`config.mk`:
```
export PLATFORM = sky130hd
export DESIGN_NAME = multicycle_controller_flat
export DESIGN_NICKNAME = d
export VERILOG_FILES = /design/src/rtl/multicycle_controller_if.sv /design/src/rtl/multicycle_controller.sv /design/src/flat_wrapper.sv
export SDC_FILE = /design/constraint.sdc
export NUM_CORES = 1
export LEC_CHECK = 0
export CAP_MARGIN = 20
export CORE_MARGIN = 2
export CORE_UTILIZATION = 34
export DETAILED_ROUTE_END_ITERATION = 12
export GPL_TIMING_DRIVEN = 0
export PLACE_DENSITY = 0.55
export SYNTH_ARGS = -nofsm -noshare
export SYNTH_HDL_FRONTEND = slang
export SYNTH_SLANG_ARGS = --single-unit
```
`constraint.sdc`:
```
create_clock -name clk -period 8 [get_ports clk]
set_input_delay 1.6 -clock clk [delete_from_list [all_inputs] [get_ports clk]]
set_output_delay 1.6 -clock clk [all_outputs]
set_load 0.02 [all_outputs]
```
`src/rtl/multicycle_controller_if.sv`:
```
// Control/status bundle between the multi-cycle MIPS datapath and its sequencer.
// The controller takes the slave side; the datapath (or a bench) takes the master side.
interface multicycle_controller_if #(
   parameter int ALUCTRL_W = 4
);
   logic [5:0]           opcode;
   logic [5:0]           funct;
   logic                 zero;
   logic                 mem_ready;
   logic                 ir_write;
   logic                 pc_write;
   logic [1:0]           pc_src;
   logic                 mem_read;
   logic                 mem_write;
   logic                 half;
   logic                 reg_write;
   logic [1:0]           reg_dst;
   logic [1:0]           mem_to_reg;
   logic                 alu_src;
   logic [ALUCTRL_W-1:0] alu_ctrl;
   logic                 illegal;
   logic                 bus_err;
   logic [2:0]           state;

   modport slave (
      input  opcode, funct, zero, mem_ready,
      output ir_write, pc_write, pc_src, mem_read, mem_write, half, reg_write,
             reg_dst, mem_to_reg, alu_src, alu_ctrl, illegal, bus_err, state
   );

   modport master (
      output opcode, funct, zero, mem_ready,
      input  ir_write, pc_write, pc_src, mem_read, mem_write, half, reg_write,
             reg_dst, mem_to_reg, alu_src, alu_ctrl, illegal, bus_err, state
   );
endinterface

```
`src/rtl/multicycle_controller.sv`:
```
// Five-phase sequencer (fetch/decode/exec/mem/wb) for the multi-cycle MIPS datapath.
// Define MC_HALFWORD_EN to decode lh/sh and drive the half strobe in MEM.
module multicycle_controller #(
   parameter int ALUCTRL_W = 4,
   parameter int TIMEOUT   = 16
) (
   input  logic clk,
   input  logic rst,
   multicycle_controller_if.slave io_bus
);
   localparam int CNT_W = $clog2(TIMEOUT + 1);

   typedef enum logic [2:0] {
      S_FETCH = 3'd0, S_DECODE = 3'd1, S_EXEC = 3'd2,
      S_MEM = 3'd3, S_WB = 3'd4, S_HALT = 3'd5
   } state_t;

   typedef enum logic [4:0] {
      C_NONE, C_ADD, C_SUB, C_AND, C_OR, C_XOR, C_NOR, C_SLT, C_SLL, C_SRL,
      C_ADDI, C_ANDI, C_SLTI, C_LW, C_SW, C_LH, C_SH, C_BEQ, C_BNE,
      C_J, C_JAL, C_JR, C_JALR, C_ILLEGAL
   } class_t;

   state_t           r_state;
   class_t           r_class;
   logic [CNT_W-1:0] r_waitCnt;
   logic             r_illegal;
   logic             r_busErr;

   class_t               w_decClass;
   logic                 w_waitLast;
   logic                 w_irWrite, w_pcWrite, w_memRead, w_memWrite, w_half;
   logic                 w_regWrite, w_aluSrc;
   logic [1:0]           w_pcSrc, w_regDst, w_memToReg;
   logic [ALUCTRL_W-1:0] w_aluCtrl;

   function automatic class_t decodeClass(input logic [5:0] op, input logic [5:0] fn);
      class_t c;
      c = C_ILLEGAL;
      case (op)
         6'b000000: begin
            case (fn)
               6'b100000: c = C_ADD;
               6'b100010: c = C_SUB;
               6'b100100: c = C_AND;
               6'b100101: c = C_OR;
               6'b100110: c = C_XOR;
               6'b100111: c = C_NOR;
               6'b101010: c = C_SLT;
               6'b000000: c = C_SLL;
               6'b000010: c = C_SRL;
               6'b001000: c = C_JR;
               6'b001001: c = C_JALR;
               default:   c = C_ILLEGAL;
            endcase
         end
         6'b000010: c = C_J;
         6'b000011: c = C_JAL;
         6'b000100: c = C_BEQ;
         6'b000101: c = C_BNE;
         6'b001000: c = C_ADDI;
         6'b001100: c = C_ANDI;
         6'b001010: c = C_SLTI;
         6'b100011: c = C_LW;
         6'b101011: c = C_SW;
`ifdef MC_HALFWORD_EN
         6'b100001: c = C_LH;
         6'b101001: c = C_SH;
`endif
         default:   c = C_ILLEGAL;
      endcase
      return c;
   endfunction

   function automatic logic [3:0] aluCode(input class_t c);
      case (c)
         C_ADD, C_ADDI, C_LW, C_SW, C_LH, C_SH: aluCode = 4'b0010;
         C_SUB, C_BEQ:                          aluCode = 4'b0110;
         C_AND, C_ANDI:                         aluCode = 4'b0000;
         C_OR:                                  aluCode = 4'b0001;
         C_XOR:                                 aluCode = 4'b0011;
         C_NOR:                                 aluCode = 4'b1100;
         C_SLT, C_SLTI:                         aluCode = 4'b0111;
         C_SLL:                                 aluCode = 4'b1000;
         C_SRL:                                 aluCode = 4'b1001;
         C_BNE:                                 aluCode = 4'b1110;
         default:                               aluCode = 4'b0000;
      endcase
   endfunction

   function automatic logic isLoad(input class_t c);
      return c inside {C_LW, C_LH};
   endfunction

   function automatic logic isStore(input class_t c);
      return c inside {C_SW, C_SH};
   endfunction

   function automatic logic isImm(input class_t c);
      return c inside {C_ADDI, C_ANDI, C_SLTI, C_LW, C_SW, C_LH, C_SH};
   endfunction

   function automatic logic isRAlu(input class_t c);
      return c inside {C_ADD, C_SUB, C_AND, C_OR, C_XOR, C_NOR, C_SLT, C_SLL, C_SRL};
   endfunction

   assign w_decClass = decodeClass(io_bus.opcode, io_bus.funct);
   assign w_waitLast = (r_waitCnt == CNT_W'(TIMEOUT - 1));

   // The wait counter is cleared on every transition into FETCH or MEM, so it
   // always counts wait states of the current memory access only.
   always_ff @(posedge clk) begin
      if (rst) begin
         r_state   <= S_FETCH;
         r_class   <= C_NONE;
         r_waitCnt <= '0;
         r_illegal <= 1'b0;
         r_busErr  <= 1'b0;
      end else begin
         case (r_state)
            S_FETCH: begin
               if (io_bus.mem_ready) begin
                  r_state <= S_DECODE;
               end else if (w_waitLast) begin
                  r_state  <= S_HALT;
                  r_busErr <= 1'b1;
               end else begin
                  r_waitCnt <= r_waitCnt + CNT_W'(1);
               end
            end
            S_DECODE: begin
               r_class <= w_decClass;
               case (w_decClass)
                  C_J, C_JAL, C_JR, C_JALR: begin
                     r_state   <= S_FETCH;
                     r_waitCnt <= '0;
                  end
                  C_ILLEGAL: begin
                     r_state   <= S_HALT;
                     r_illegal <= 1'b1;
                  end
                  default: r_state <= S_EXEC;
               endcase
            end
            S_EXEC: begin
               if (r_class inside {C_BEQ, C_BNE}) begin
                  r_state   <= S_FETCH;
                  r_waitCnt <= '0;
               end else if (isLoad(r_class) || isStore(r_class)) begin
                  r_state   <= S_MEM;
                  r_waitCnt <= '0;
               end else begin
                  r_state <= S_WB;
               end
            end
            S_MEM: begin
               if (io_bus.mem_ready) begin
                  r_state   <= isLoad(r_class) ? S_WB : S_FETCH;
                  r_waitCnt <= '0;
               end else if (w_waitLast) begin
                  r_state  <= S_HALT;
                  r_busErr <= 1'b1;
               end else begin
                  r_waitCnt <= r_waitCnt + CNT_W'(1);
               end
            end
            S_WB: begin
               r_state   <= S_FETCH;
               r_waitCnt <= '0;
            end
            S_HALT:  r_state <= S_HALT;
            default: r_state <= S_FETCH;
         endcase
      end
   end

   // DECODE strobes come straight from the live opcode; later phases use the
   // class captured at the end of DECODE so IR changes are ignored.
   always_comb begin
      w_irWrite  = 1'b0;
      w_pcWrite  = 1'b0;
      w_pcSrc    = 2'b00;
      w_memRead  = 1'b0;
      w_memWrite = 1'b0;
      w_half     = 1'b0;
      w_regWrite = 1'b0;
      w_regDst   = 2'b00;
      w_memToReg = 2'b00;
      w_aluSrc   = 1'b0;
      w_aluCtrl  = '0;
      if (!rst) begin
         case (r_state)
            S_FETCH: begin
               w_memRead = 1'b1;
               if (io_bus.mem_ready) begin
                  w_irWrite = 1'b1;
                  w_pcWrite = 1'b1;
               end
            end
            S_DECODE: begin
               case (w_decClass)
                  C_J: begin
                     w_pcWrite = 1'b1;
                     w_pcSrc   = 2'b10;
                  end
                  C_JAL: begin
                     w_pcWrite  = 1'b1;
                     w_pcSrc    = 2'b10;
                     w_regWrite = 1'b1;
                     w_regDst   = 2'b10;
                     w_memToReg = 2'b10;
                  end
                  C_JR: begin
                     w_pcWrite = 1'b1;
                     w_pcSrc   = 2'b11;
                  end
                  C_JALR: begin
                     w_pcWrite  = 1'b1;
                     w_pcSrc    = 2'b11;
                     w_regWrite = 1'b1;
                     w_regDst   = 2'b01;
                     w_memToReg = 2'b10;
                  end
                  default: ;
               endcase
            end
            S_EXEC: begin
               w_aluCtrl = ALUCTRL_W'(aluCode(r_class));
               w_aluSrc  = isImm(r_class);
               if (r_class == C_BEQ) begin
                  w_pcWrite = io_bus.zero;
                  w_pcSrc   = 2'b01;
               end else if (r_class == C_BNE) begin
                  w_pcWrite = !io_bus.zero;
                  w_pcSrc   = 2'b01;
               end
            end
            S_MEM: begin
               w_aluSrc   = 1'b1;
               w_aluCtrl  = ALUCTRL_W'(4'b0010);
               w_memRead  = isLoad(r_class);
               w_memWrite = isStore(r_class);
`ifdef MC_HALFWORD_EN
               w_half     = (r_class == C_LH) || (r_class == C_SH);
`else
               w_half     = 1'b0;
`endif
            end
            S_WB: begin
               w_regWrite = 1'b1;
               w_regDst   = isRAlu(r_class) ? 2'b01 : 2'b00;
               w_memToReg = isLoad(r_class) ? 2'b01 : 2'b00;
               w_aluCtrl  = ALUCTRL_W'(aluCode(r_class));
               w_aluSrc   = isImm(r_class);
            end
            default: ;
         endcase
      end
   end

   assign io_bus.ir_write   = w_irWrite;
   assign io_bus.pc_write   = w_pcWrite;
   assign io_bus.pc_src     = w_pcSrc;
   assign io_bus.mem_read   = w_memRead;
   assign io_bus.mem_write  = w_memWrite;
   assign io_bus.half       = w_half;
   assign io_bus.reg_write  = w_regWrite;
   assign io_bus.reg_dst    = w_regDst;
   assign io_bus.mem_to_reg = w_memToReg;
   assign io_bus.alu_src    = w_aluSrc;
   assign io_bus.alu_ctrl   = w_aluCtrl;
   assign io_bus.illegal    = r_illegal;
   assign io_bus.bus_err    = r_busErr;
   assign io_bus.state      = r_state;
endmodule

```
`src/flat_wrapper.sv`:
```
// flat-port wrapper written by rule: the top's interface ports become plain ports
module multicycle_controller_flat 
#(
   parameter int ALUCTRL_W = 4,
   parameter int TIMEOUT   = 16
)
  (clk, rst, io_bus_opcode, io_bus_funct, io_bus_zero, io_bus_mem_ready, io_bus_ir_write, io_bus_pc_write, io_bus_pc_src, io_bus_mem_read, io_bus_mem_write, io_bus_half, io_bus_reg_write, io_bus_reg_dst, io_bus_mem_to_reg, io_bus_alu_src, io_bus_alu_ctrl, io_bus_illegal, io_bus_bus_err, io_bus_state);
  multicycle_controller_if #(.ALUCTRL_W(ALUCTRL_W)) io_bus_i ();
  input  logic clk;
  input  logic rst;
  input wire logic [$bits(io_bus_i.opcode)-1:0] io_bus_opcode;
  input wire logic [$bits(io_bus_i.funct)-1:0] io_bus_funct;
  input wire logic [$bits(io_bus_i.zero)-1:0] io_bus_zero;
  input wire logic [$bits(io_bus_i.mem_ready)-1:0] io_bus_mem_ready;
  output wire logic [$bits(io_bus_i.ir_write)-1:0] io_bus_ir_write;
  output wire logic [$bits(io_bus_i.pc_write)-1:0] io_bus_pc_write;
  output wire logic [$bits(io_bus_i.pc_src)-1:0] io_bus_pc_src;
  output wire logic [$bits(io_bus_i.mem_read)-1:0] io_bus_mem_read;
  output wire logic [$bits(io_bus_i.mem_write)-1:0] io_bus_mem_write;
  output wire logic [$bits(io_bus_i.half)-1:0] io_bus_half;
  output wire logic [$bits(io_bus_i.reg_write)-1:0] io_bus_reg_write;
  output wire logic [$bits(io_bus_i.reg_dst)-1:0] io_bus_reg_dst;
  output wire logic [$bits(io_bus_i.mem_to_reg)-1:0] io_bus_mem_to_reg;
  output wire logic [$bits(io_bus_i.alu_src)-1:0] io_bus_alu_src;
  output wire logic [$bits(io_bus_i.alu_ctrl)-1:0] io_bus_alu_ctrl;
  output wire logic [$bits(io_bus_i.illegal)-1:0] io_bus_illegal;
  output wire logic [$bits(io_bus_i.bus_err)-1:0] io_bus_bus_err;
  output wire logic [$bits(io_bus_i.state)-1:0] io_bus_state;
  assign io_bus_i.opcode = io_bus_opcode;
  assign io_bus_i.funct = io_bus_funct;
  assign io_bus_i.zero = io_bus_zero;
  assign io_bus_i.mem_ready = io_bus_mem_ready;
  assign io_bus_ir_write = io_bus_i.ir_write;
  assign io_bus_pc_write = io_bus_i.pc_write;
  assign io_bus_pc_src = io_bus_i.pc_src;
  assign io_bus_mem_read = io_bus_i.mem_read;
  assign io_bus_mem_write = io_bus_i.mem_write;
  assign io_bus_half = io_bus_i.half;
  assign io_bus_reg_write = io_bus_i.reg_write;
  assign io_bus_reg_dst = io_bus_i.reg_dst;
  assign io_bus_mem_to_reg = io_bus_i.mem_to_reg;
  assign io_bus_alu_src = io_bus_i.alu_src;
  assign io_bus_alu_ctrl = io_bus_i.alu_ctrl;
  assign io_bus_illegal = io_bus_i.illegal;
  assign io_bus_bus_err = io_bus_i.bus_err;
  assign io_bus_state = io_bus_i.state;
  multicycle_controller #(.ALUCTRL_W(ALUCTRL_W), .TIMEOUT(TIMEOUT)) u_core (.clk(clk), .rst(rst), .io_bus(io_bus_i));
endmodule
```
# [Word level (Yosys, flattened, before mapping)]
# Memory sizes are Yosys's and may differ from the RTL's. A register that Yosys moved wholly into a read port is not among the register bits.
# Cells that the tools add are included.
[word_totals] mem_bits_ro=256 input_bits=16 elab_cells=133 register_bits=15 memories=2 out_inout_bits=22
[mem_list] memory="(name not given)" depth=32 width=4 read_ports=1 rd_ports_with_merged_regs=1 wr=0 line="multicycle_controller.sv:76" text="case (c)"
[mem_list] memory="(name not given)" depth=32 width=4 read_ports=1 rd_ports_with_merged_regs=1 wr=0 line="multicycle_controller.sv:76"
[op_classes] n_bitwise=1 reduce_logical=20 eq_ne=51 addsub=1 muxes=53
[ops] op="one-hot mux 5 bit (11 select lines)" count=1
[ops] op="equality test 6 bit, second input constant" count=9
[ops] op="two-way mux 5 bit" count=10
[ops] op="one-hot mux 5 bit (10 select lines)" count=1
[ops] op="equality test 5 x 4 -> 1 bit, second input constant" count=9
[ops] op="equality test 5 bit, second input constant" count=8
[ops] op="equality test 6 x 4 -> 1 bit, second input constant" count=5
[ops] op="one-hot mux 5 bit (5 select lines)" count=1
[ops] op="equality test 5 x 3 -> 1 bit, second input constant" count=4
[ops] op="one-hot mux 2 bit (2 select lines)" count=5
[ops] op="equality test 6 x 2 -> 1 bit, second input constant" count=3
[ops] op="two-way mux 3 bit" count=6
[ops] op="two-way mux 1 bit" count=16
[ops] op="one-hot mux 3 bit (5 select lines)" count=1
[ops] op="equality test 6 x 3 -> 1 bit, second input constant" count=2
[ops] op="logical NOT 6 bit" count=2
[ops] op="one-hot mux 4 bit (3 select lines)" count=1
[ops] op="equality test 5 x 2 -> 1 bit, second input constant" count=2
[ops] op="two-way mux 2 bit" count=5
[ops] op="OR reduction 2 bit" count=5
[ops] op="nonzero test 9 bit" count=1
[ops] op="nonzero test 7 bit" count=1
[ops] op="equality test 3 x 2 -> 1 bit, second input constant" count=2
[ops] op="equality test 3 bit, second input constant" count=2
[ops] op="19 further kinds" count=24

# [Logic depth before layout (Yosys ltp)]
[logic_depth] depth_word=8 depth_mapped=12 mapped_depth_nobuf=11

# [Least setup slack after synthesis]
# No wires, ideal clock.
[synth_timing] path_type="input -> output" from="in io_bus_funct[0]" to="out io_bus_pc_write" cell_stages=8 required_ns=6.400 path_buffers=1 slack_ns=2.794 t_arrival_ns=3.606 path_cell_list="buf_6 > or4_1 > o211a_1 > a221o_2 > o21a_4 > o21ai_0 > and3_1 > or2_1"
[synth_via] elab_chain_cells=8 word_cells_on_any_way=21 classes_between="eq/ne: 14; mux: 5; reduce/logical: 2"
[synth_rtl] item="start, declared" line="flat_wrapper.sv:12" text="input wire logic [$bits(io_bus_i.funct)-1:0] io_bus_funct;"
[synth_rtl] item="equality test 6 x 4 -> 1 bit, or another cell as far along" line="multicycle_controller.sv:42" text="case (fn)"
[synth_rtl] item="one-hot mux 5 bit (11 select lines) *" line="multicycle_controller.sv:42"
[synth_rtl] item="one-hot mux 5 bit (10 select lines) *" line="multicycle_controller.sv:40" text="case (op)"
[synth_rtl] item="equality test 5 bit" line="multicycle_controller.sv:201" text="case (w_decClass)"
[synth_rtl] item="OR reduction 4 bit (no line) *"
[synth_rtl] item="two-way mux 1 bit *" line="multicycle_controller.sv:201"
[synth_rtl] item="one-hot mux 1 bit (3 select lines) *" line="multicycle_controller.sv:192" text="case (r_state)"
[synth_rtl] item="two-way mux 1 bit *" line="multicycle_controller.sv:191" text="if (!rst) begin"
[synth_rtl] item="end, declared" line="flat_wrapper.sv:16" text="output wire logic [$bits(io_bus_i.pc_write)-1:0] io_bus_pc_write;"
# Every way passes the cells marked *; elsewhere a longest branch is shown, timed or not.

# [Final worst setup path]
[layout_timing] from="in io_bus_funct[1]" to="out io_bus_pc_src[0]"
[layout_via] elab_chain_cells=8 word_cells_on_any_way=22 classes_between="eq/ne: 14; mux: 5; reduce/logical: 3"
[layout_rtl] item="equality test 6 x 4 -> 1 bit, or another cell as far along" line="multicycle_controller.sv:42"
[layout_rtl] item="one-hot mux 5 bit (11 select lines) *" line="multicycle_controller.sv:42"
[layout_rtl] item="one-hot mux 5 bit (10 select lines) *" line="multicycle_controller.sv:40"
[layout_rtl] item="equality test 5 bit" line="multicycle_controller.sv:201"
[layout_rtl] item="OR reduction 2 bit (no line)"
[layout_rtl] item="one-hot mux 2 bit (2 select lines) *" line="multicycle_controller.sv:201"
[layout_rtl] item="one-hot mux 2 bit (2 select lines) *" line="multicycle_controller.sv:192"
[layout_rtl] item="two-way mux 2 bit *" line="multicycle_controller.sv:191"
[layout_rtl] item="end, declared" line="flat_wrapper.sv:17" text="output wire logic [$bits(io_bus_i.pc_src)-1:0] io_bus_pc_src;"
# Marked as above.

==> impl_metrics.ini <==
[run_status]
run_status = complete, no violations

[run]
cap_viol_max_count = 0

[cts]
clk_pin_slew_worst_paths_ns = 0.08
h-tree-depth = 1
cts_hold_buf = 0
cts_num_sinks = 19
clock_tree.buffer_depth = 2
cts_made_buffers = 3
clock_tree.root_cell = sky130_fd_sc_hd__clkbuf_8
cts_setup_buffers = 0
post_cts.resized_instances = 0
tritoncts = built
clkLatencyLatePin_ns = 0.26

[layout]
areaGrowthSynthToFinish_pct = 22.8
multi_input_comb_area_um2 = 1350
fill_cells = 554
finish.utilization_pct = 43.8
finish.net_count = 309
seqCellArea_um2 = 380
drive_above_1_share_pct = 8.04
antenna_cells = 0

[setup_path]
timing.critical_path.fanout_max = 8
category_of_the_most_critical_setup_path = input pin to output port
cp_num_buf_inv = 2
critical-path-max-stage-delay_ns = 0.69
timing.reg2reg.worst_path_depth = 9
critical_path.cell_chain = clkdlybuf4s50_1, or4b_2, o21ai_0, a311oi_1, nor2_1, xnor2_1, a32oi_1, nor2_1, clkdlybuf4s50_1
timing.critical_path.max_delay_family = simple AND/OR/NAND/NOR gates
timing.critical_path.to_type = output port
worstSetupStartpoint = io_bus_funct[1]
critical_path_arrival_ns = 4.56
ff2ff_setup_slack_ns = 5.28
crit_path_start_kind = input pin
timing.critical_path.depth = 9
critical-path-slowest-cell = sky130_fd_sc_hd__or4b_2
cp-endpoint = io_bus_pc_src[0]
r2r-start = u_core.io_bus.state[0]
critical_path_required_ns = 6.40

[sta]
setup_total_negative_slack_ns = 0
setup_repair_after_global_routing_missed_its_margin = no
final_hold_viols = 0
setup_viol = 0
clock.fmax_mhz = 162
timing.final.max_slew_violations = 0
min_period_ns = 6.16
post-route-period-util_pct = 77.0
fin_worst_skew_ns = 0.00862
timing_worst_slew_pin_value_ns = 0.638
timing.max_slew.rel_slack_pct = 57.5

[synthesis]
synth_largest_area_cell = sky130_fd_sc_hd__dfxtp_1
postSynthRegisterBits = 19
synth.cell_area_um2 = 1860
synthesis.yosys.warnings = 0
synth_enable_flop_cells = 0
netlist.area_leader.share_pct = 20.5
synth.top_cells.by_count = sky130_fd_sc_hd__nor2_1 (21), sky130_fd_sc_hd__o21ai_0 (21), sky130_fd_sc_hd__dfxtp_1 (19), sky130_fd_sc_hd__a21oi_1 (14)
yosys.cell_types.count = 68
synth_area_leaders = sky130_fd_sc_hd__dfxtp_1 (20%), sky130_fd_sc_hd__o21ai_0 (5.7%), sky130_fd_sc_hd__nor2_1 (4.2%)
dominantRegCellSynth = sky130_fd_sc_hd__dfxtp_1
synthesis.area_per_instance_um2 = 7.34
synthArstFlopShare_pct = 0
synth_nets = 275
fraction_of_the_yosys_area_taken_by_sequential_cells_pct = 20.5
count_of_mapped_cells_out_of_synthesis = 253

[route]
detail_routed_via_count_per_cell = 5.56
wl_per_cell_um = 14.1
num_vias = 1980
wirelength_um = 5000
drc_errors = 0
drt_first_pass_iters = 4
drt_first_iter_violations = 102
antenna_violating_nets_post_route = 0

[grt]
grt_max_degree = 11
groute.usage.overall_pct = 16.8
number_of_global_route_vias_before_repair = 1787
grt_first_pass_wirelength_um = 8510
gr-total-overflow = 0
initial_antenna_violation_count = 0

[power]
power.density_cell_area_nw_per_um2 = 148
p_leak_nw = 0.839
vdd_drop_max_mv = 0.0616

[die]
die_area_um2 = 6070
fp.dieH_um = 77.9
ioPinCount = 38
initial_utilization_pct = 35.7
die_width_um = 77.9
core_region_area_um2 = 5200
rows = 26

[hold_path]
holdCritPathClass = flip-flop to flip-flop

[placement]
port_buffer_count = 29
gp_congestion = 0.813
dp_hpwl_um = 3900
==> layout by cell type, fill, tap and decap left out, types with 3 or more instances in the layout <==
cell type,synthesis,layout
sky130_fd_sc_hd__o21ai_0,21,21
sky130_fd_sc_hd__xnor2_1,5,5
sky130_fd_sc_hd__o211ai_1,3,3
sky130_fd_sc_hd__nand2_1,13,13
sky130_fd_sc_hd__nor3b_1,5,5
sky130_fd_sc_hd__ha_1,6,6
sky130_fd_sc_hd__clkbuf_8,0,3
sky130_fd_sc_hd__dfxtp_1,19,19
sky130_fd_sc_hd__nand3_1,11,11
sky130_fd_sc_hd__clkbuf_1,13,14
sky130_fd_sc_hd__and3_1,4,4
sky130_fd_sc_hd__and2_1,6,6
sky130_fd_sc_hd__nand4b_1,3,3
sky130_fd_sc_hd__or3_1,3,3
sky130_fd_sc_hd__a21oi_1,14,14
sky130_fd_sc_hd__inv_1,12,12
sky130_fd_sc_hd__o21ai_1,3,3
sky130_fd_sc_hd__nand4_1,5,5
sky130_fd_sc_hd__clkdlybuf4s50_1,0,29
sky130_fd_sc_hd__or4_1,5,5
sky130_fd_sc_hd__nand2b_1,3,3
sky130_fd_sc_hd__nor2_1,21,21
sky130_fd_sc_hd__nor2b_1,3,3
sky130_fd_sc_hd__a31oi_1,4,4
sky130_fd_sc_hd__nor3_1,11,11
==> layer usage <==
metal  vias to the layer above  global-route usage, %  part of all wire, %
met5                         -                      0                    0
met4                         0                   3.16                 0.72
met3                         4                   1.51                  3.7
met2                        43                   29.7                   48
met1                       928                   22.3                   48
li1                       1005                      -                    -
==> where the power goes <==
group	internal (mW)	total, mW	switching (mW)
clock network	0.0355	0.0689	0.0334
logic	0.0611	0.150	0.0889
registers	0.109	0.120	0.0106
==> metrics by stage <==
step                      cells  hold WS, ns  power, mW  worst slack (ns)  instance area, µm²
after floorplan             253        0.421      0.228              2.79                1860
after global placement      352        0.437      0.271              1.85                2240
after detailed placement    352        0.441      0.272              1.83                2240
after CTS                   356        0.452      0.341              1.81                2280
after global routing        356        0.469      0.365              1.63                2280
final                       356        0.455      0.339              1.84                2280
==> layout make-up <==
| type | count | area share [%] |
|---|---|---|
| multi-input cells | 204 | 59.2 |
| plain buffers | 18 | 3.57 |
| flip-flops and latches | 19 | 16.7 |
| inverters | 12 | 1.97 |
| clock buffers | 4 | 1.97 |
| well taps | 70 | 3.84 |
| repair buffers | 29 | 12.7 |
==> worst reg2reg max path: stages (launching register included) <==
cell	delay (ns)
sky130_fd_sc_hd__dfxtp_1	0.39
sky130_fd_sc_hd__nor3b_1	0.51
sky130_fd_sc_hd__clkbuf_1	0.39
sky130_fd_sc_hd__o21ai_0	0.17
sky130_fd_sc_hd__a21oi_1	0.32
sky130_fd_sc_hd__inv_1	0.14
sky130_fd_sc_hd__ha_1	0.32
sky130_fd_sc_hd__o211ai_1	0.18
sky130_fd_sc_hd__o31ai_1	0.10
sky130_fd_sc_hd__o21ai_1	0.13
==> how the worst min path moves through the flow <==
stage | cells past startpoint | startpoint | slack, ns | to
floorplan | 2 | u_core.r_waitCnt[4] | 0.42 | u_core.r_waitCnt[4]
global placement | 2 | u_core.r_waitCnt[4] | 0.44 | u_core.r_waitCnt[4]
detailed placement | 2 | u_core.r_waitCnt[4] | 0.44 | u_core.r_waitCnt[4]
CTS | 2 | u_core.r_waitCnt[4] | 0.45 | u_core.r_waitCnt[4]
global route | 2 | u_core.r_waitCnt[4] | 0.47 | u_core.r_waitCnt[4]
finish | 2 | u_core.r_waitCnt[4] | 0.46 | u_core.r_waitCnt[4]
==> kinds of logic (layout without fill, tap and decap cells) <==
group	after synthesis	after routing	synth area share (%)
flops	19	19	20.5
buf+inv	30	63	6.80
simple gates	109	109	33.4
compound gates	79	79	30.7
mux	2	2	1.08
xor+xnor	7	7	3.30
fa+ha+maj	6	6	4.04
other cells	1	1	0.202
Note: power is estimated with default switching activity, not from simulation.
